--- src/rtl/serial_binary_adder_subtractor.sv ---
// Multi-cycle two's-complement adder/subtractor: CHUNK bits per clock, valid/ready on both sides.
// Optional build macro ADDSUB_SATURATE_EN forces S to signed saturation on overflow.
module serial_binary_adder_subtractor #(
  parameter int WIDTH = 16,
  parameter int CHUNK = 4
) (
  input  logic             CLK,
  input  logic             RST_N,
  input  logic             IN_VALID,
  output logic             IN_READY,
  input  logic [WIDTH-1:0] A,
  input  logic [WIDTH-1:0] B,
  input  logic             M,
  output logic             OUT_VALID,
  input  logic             OUT_READY,
  output logic [WIDTH-1:0] S,
  output logic             Cout,
  output logic             V
);

  localparam int NCHUNK = WIDTH / CHUNK;
  localparam int CW     = (NCHUNK > 1) ? $clog2(NCHUNK) : 1;
  localparam logic [CW-1:0] LAST = CW'(NCHUNK - 1);

  typedef enum logic [1:0] {IDLE, RUN, DONE} state_t;

  state_t           state, state_nxt;
  logic [WIDTH-1:0] opa, opb;
  logic             carry;
  logic [CW-1:0]    cnt;
  logic [CHUNK:0]   csum;
  logic             last_chunk;
  logic             v_nxt;
  logic [WIDTH-1:0] full;
  logic [WIDTH-1:0] s_final;

  assign csum       = {1'b0, opa[CHUNK-1:0]} + {1'b0, opb[CHUNK-1:0]} + {{CHUNK{1'b0}}, carry};
  assign last_chunk = (cnt == LAST);
  // Carry into the chunk MSB is recovered from the sum bit: s = a ^ b ^ cin.
  assign v_nxt      = csum[CHUNK] ^ (csum[CHUNK-1] ^ opa[CHUNK-1] ^ opb[CHUNK-1]);

  generate
    if (NCHUNK > 1) begin : g_acc
      logic [WIDTH-CHUNK-1:0] acc;
      assign full = {csum[CHUNK-1:0], acc};
      always_ff @(posedge CLK) begin
        if (!RST_N)
          acc <= '0;
        else if (state == RUN)
          acc <= full[WIDTH-1:CHUNK];
      end
    end else begin : g_noacc
      assign full = csum[CHUNK-1:0];
    end
  endgenerate

`ifdef ADDSUB_SATURATE_EN
  logic a_msb;

  function automatic logic [WIDTH-1:0] saturate(input logic [WIDTH-1:0] val,
                                                input logic ovf, input logic neg);
    if (!ovf)
      return val;
    return neg ? {1'b1, {(WIDTH-1){1'b0}}} : {1'b0, {(WIDTH-1){1'b1}}};
  endfunction

  always_ff @(posedge CLK) begin
    if (!RST_N)
      a_msb <= 1'b0;
    else if (state == IDLE && IN_VALID)
      a_msb <= A[WIDTH-1];
  end

  assign s_final = saturate(full, v_nxt, a_msb);
`else
  assign s_final = full;
`endif

  always_ff @(posedge CLK) begin
    if (!RST_N)
      state <= IDLE;
    else
      state <= state_nxt;
  end

  always_comb begin
    state_nxt = state;
    IN_READY  = 1'b0;
    OUT_VALID = 1'b0;
    case (state)
      IDLE: begin
        IN_READY = 1'b1;
        if (IN_VALID)
          state_nxt = RUN;
      end
      RUN: begin
        if (last_chunk)
          state_nxt = DONE;
      end
      DONE: begin
        OUT_VALID = 1'b1;
        if (OUT_READY)
          state_nxt = IDLE;
      end
      default: state_nxt = IDLE;
    endcase
  end

  // Result registers update only on the final chunk so S never shows a partial sum.
  always_ff @(posedge CLK) begin
    if (!RST_N) begin
      opa   <= '0;
      opb   <= '0;
      carry <= 1'b0;
      cnt   <= '0;
      S     <= '0;
      Cout  <= 1'b0;
      V     <= 1'b0;
    end else begin
      case (state)
        IDLE: begin
          if (IN_VALID) begin
            opa   <= A;
            opb   <= B ^ {WIDTH{M}};
            carry <= M;
            cnt   <= '0;
          end
        end
        RUN: begin
          opa   <= opa >> CHUNK;
          opb   <= opb >> CHUNK;
          carry <= csum[CHUNK];
          cnt   <= cnt + CW'(1);
          if (last_chunk) begin
            S    <= s_final;
            Cout <= csum[CHUNK];
            V    <= v_nxt;
          end
        end
        default: ;
      endcase
    end
  end

endmodule

--- config.mk ---
export PLATFORM = sky130hd
export DESIGN_NAME = serial_binary_adder_subtractor
export DESIGN_NICKNAME = d
export VERILOG_FILES = /design/src/rtl/serial_binary_adder_subtractor.sv
export SDC_FILE = /design/constraint.sdc
export NUM_CORES = 1
export LEC_CHECK = 0
export ABC_AREA = 1
export BUFFER_PORTS_ARGS = -buffer_cell sky130_fd_sc_hd__buf_4
export CORE_MARGIN = 2
export CORE_UTILIZATION = 40
export DETAILED_ROUTE_END_ITERATION = 7
export HOLD_SLACK_MARGIN = 0.05
export PLACE_DENSITY = 0.69
export SKIP_CTS_REPAIR_TIMING = 1
export SLEW_MARGIN = 0
export SYNTH_ARGS = -nofsm -noshare
export SYNTH_HDL_FRONTEND = slang
export SYNTH_SLANG_ARGS = --single-unit
--- constraint.sdc ---
create_clock -name CLK -period 2.2 [get_ports CLK]
set_input_delay 0.44 -clock CLK [delete_from_list [all_inputs] [get_ports CLK]]
set_output_delay 0.44 -clock CLK [all_outputs]
set_load 0.01 [all_outputs]
==> flow_metrics.tcl <==
set metrics [dict create \
    status "completed" \
    rr_worst_depth 11 \
    antenna_found_initial 0 \
    clk_latency_ps 350 \
    period_minus_slack_ps 1850 \
    vias 2480 \
    ff2ff_setup_slack_ps 350 \
    cts_root_buf "clkbuf_8" \
    internal-power_uw 1830 \
    cp_common_cell "nand2_1" \
    core_um2 6870 \
    grt_usage 0.175 \
    cts_sinks 67 \
    rsz0062_at_grt "no" \
    cts_buffers 9 \
    crit_path_top_delay_cell "fa_1" \
    syn_inst 370 \
    fillerInstances 682 \
    htreeDepth 3 \
    p_leak_uw 0.00159 \
    cp-end-kind "flop" \
    switching_share 0.277 \
    synth-seq-area-share 0.468 \
    io_pins 57 \
    min_period_over_period 0.843 \
    via_per_inst 4.75 \
    timing.final.ws_setup_ps 346 \
    post_drt_wl_per_cell_um 11.8 \
    maxCapViolCount 0 \
    grt_max_degree 36 \
    grt_pass1_vias 2337 \
    clock-skew-final_ps 9.39 \
    yosysWarnings 0 \
    cts_tree "yes" \
    wirelength_um 6180 \
    grt_overflow 0 \
    io_buffers 56 \
    start_kind "flop" \
    worstPathMaxFanout 3 \
    hold_viol_final 0 \
    drtPass1Iterations 4 \
    hpwl_um 4330 \
    synth-seq-cells 67 \
    crit_type "flop to flop" \
    syn2layout_area_growth_pct 22.7 \
    path_cells "fa_1 > inv_1 > fa_1 > nand3b_1 > nand2_1 > nand2_1 > nand2_1 > nand3_1 > nand2_1 > nor2_1 > nor2_1" \
    final_nets 464 \
    power_frac_clock 0.348 \
    setup-tns-final_ps 0 \
    dieArea_um2 7860 \
    combinationalPowerShare 0.132 \
    yosysUniqueCellTypes 28 \
    fp.dieW_um 88.7 \
    whs_ps 344 \
    endpoint "V" \
    rows 30 \
    finalSetupViolCount 0 \
    antenna_cells 0 \
    die_height_um 88.7 \
    multi_input_area_um2 1280 \
    dr.first_iter.drc_count 93 \
    reg2reg_to "V" \
    avgSynthCellArea_um2 7.75 \
    slowest_delay_ps 450 \
    grt_pass1_wl_um 10600 \
    arrival_ps 2070 \
    power_frac_seq 0.520 \
    switching_power_uw 700 \
    final-seq-area_um2 1340 \
    hold_path_class "primary input to flop" \
    cts_buffer_depth 2 \
    fmax_mhz 539 \
    syn_area_um2 2870 \
    tightest_slew_ps 472 \
    slew_headroom 0.685 \
    start_util 0.417 \
    path_clk_slew_ps 70 \
    cp-startpoint "opa[0]" \
    cp.required_ps 2410 \
    reg2reg_from "opa[0]" \
    dp_slack_ps 383 \
    gp_congestion 0.855 \
    drive_gt1_frac 0.202 \
    ant_nets 0 \
    irDropWorstVdd_mv 0.342 \
    drc_errors 0 \
    p_per_area_nw_per_um2 719 \
    synth_nets 413 \
    fin_util 0.512 \
    slew_viol_final 0 \
]
==> metrics by stage <==
step,power (µW),instance area [µm²],instances
floorplan,1570,2870,370
global placement,1670,3350,506
detailed placement,1680,3350,506
CTS,2560,3520,522
global route,2680,3520,522
finish,2530,3520,522
==> worst max-delay path, delay by kind of cell, from the launching register on <==
family | cells | cell delay (ps)
AND/OR/NAND/NOR | 8 | 660
adder cells (fa/ha/maj) | 2 | 640
flip-flops | 1 | 330
buffers and inverters | 1 | 80
==> cell families after synthesis <==
kind of cell,after synthesis,synth area share
AO/OA/AOI/OAI,86,0.172
buffers and inverters,58,0.0851
adder cells (fa/ha/maj),6,0.0314
AND/OR/NAND/NOR,136,0.191
flip-flops,67,0.468
XOR/XNOR,17,0.0519
==> state kept, by name, indices dropped and copies added (netlist names) <==
| name | count |
|---|---|
| S | 16 |
| opa | 16 |
| opb | 16 |
| g_acc.acc | 12 |
| cnt | 2 |
| state | 2 |
| Cout | 1 |
| V | 1 |
| carry | 1 |
==> layout make-up <==
class,instances,area share
clock buffers,10,0.0363
clock inverters,6,0.0117
inverters,35,0.0373
multi-input cells,245,0.365
flip-flops and latches,67,0.381
well taps,96,0.0341
repair buffers,63,0.134
==> Yosys cell counts (all sizes together) <==
cell,count,share of area
o221ai,2,0.0061
o211ai,3,0.0079
nor2,40,0.058
ha,4,0.017
xnor2,5,0.015
nand3b,1,0.0026
nand3,7,0.012
nand4,1,0.0022
clkbuf,10,0.013
o21ai,29,0.051
a31oi,10,0.022
nand2,87,0.12
inv,35,0.046
xor2,12,0.037
a211oi,4,0.010
a21oi,28,0.049
buf,13,0.026
fa,2,0.014
dfxtp,67,0.47
a22oi,9,0.024
a221oi,1,0.0031
==> power groups by stage <==
stage	clock [µW]	combinational [µW]	sequential (µW)
4_1_cts	907	336	1320
6_report	881	334	1320
5_1_grt	968	385	1320
3_3_place_gp	0	331	1340
3_5_place_dp	0	335	1340
2_1_floorplan	0	231	1330
==> worst min-delay path by stage <==
stage	startpoint	to	slack (ps)	cells past startpoint
finish	A[12]	opa[12]	340	3
global route	A[13]	opa[13]	340	3
floorplan	cnt[0]	cnt[0]	430	1
detailed placement	opb[13]	opb[13]	450	2
global placement	opb[13]	opb[13]	450	2
CTS	A[12]	opa[12]	330	3
==> placed cells by master (no fill, tap or decap) <==
cell type,count
a211oi_1,4
a21oi_1,28
a221oi_1,1
a22oi_1,9
a31oi_1,10
buf_4,63
clkbuf_1,1
clkbuf_8,9
clkinv_2,2
clkinvlp_4,3
dfxtp_1,67
fa_1,2
ha_1,4
inv_1,31
inv_2,4
inv_6,1
nand2_1,86
nand2_4,1
nand3_1,7
nand3b_1,1
nand4_1,1
nor2_1,37
nor2_2,1
nor2_4,2
o211ai_1,3
o21ai_0,24
o21ai_1,5
o221ai_1,2
xnor2_1,5
xor2_1,12
==> metal layers <==
metal / wire length (µm) / global-route usage / vias up
met5: 0 / 0 / -
met4: 78 / 0.0537 / 0
met3: 328 / 0.0644 / 9
met2: 2730 / 0.270 / 61
met1: 3040 / 0.228 / 1111
li1: - / - / 1299
No activity file was read; power rests on OpenSTA's default activity.
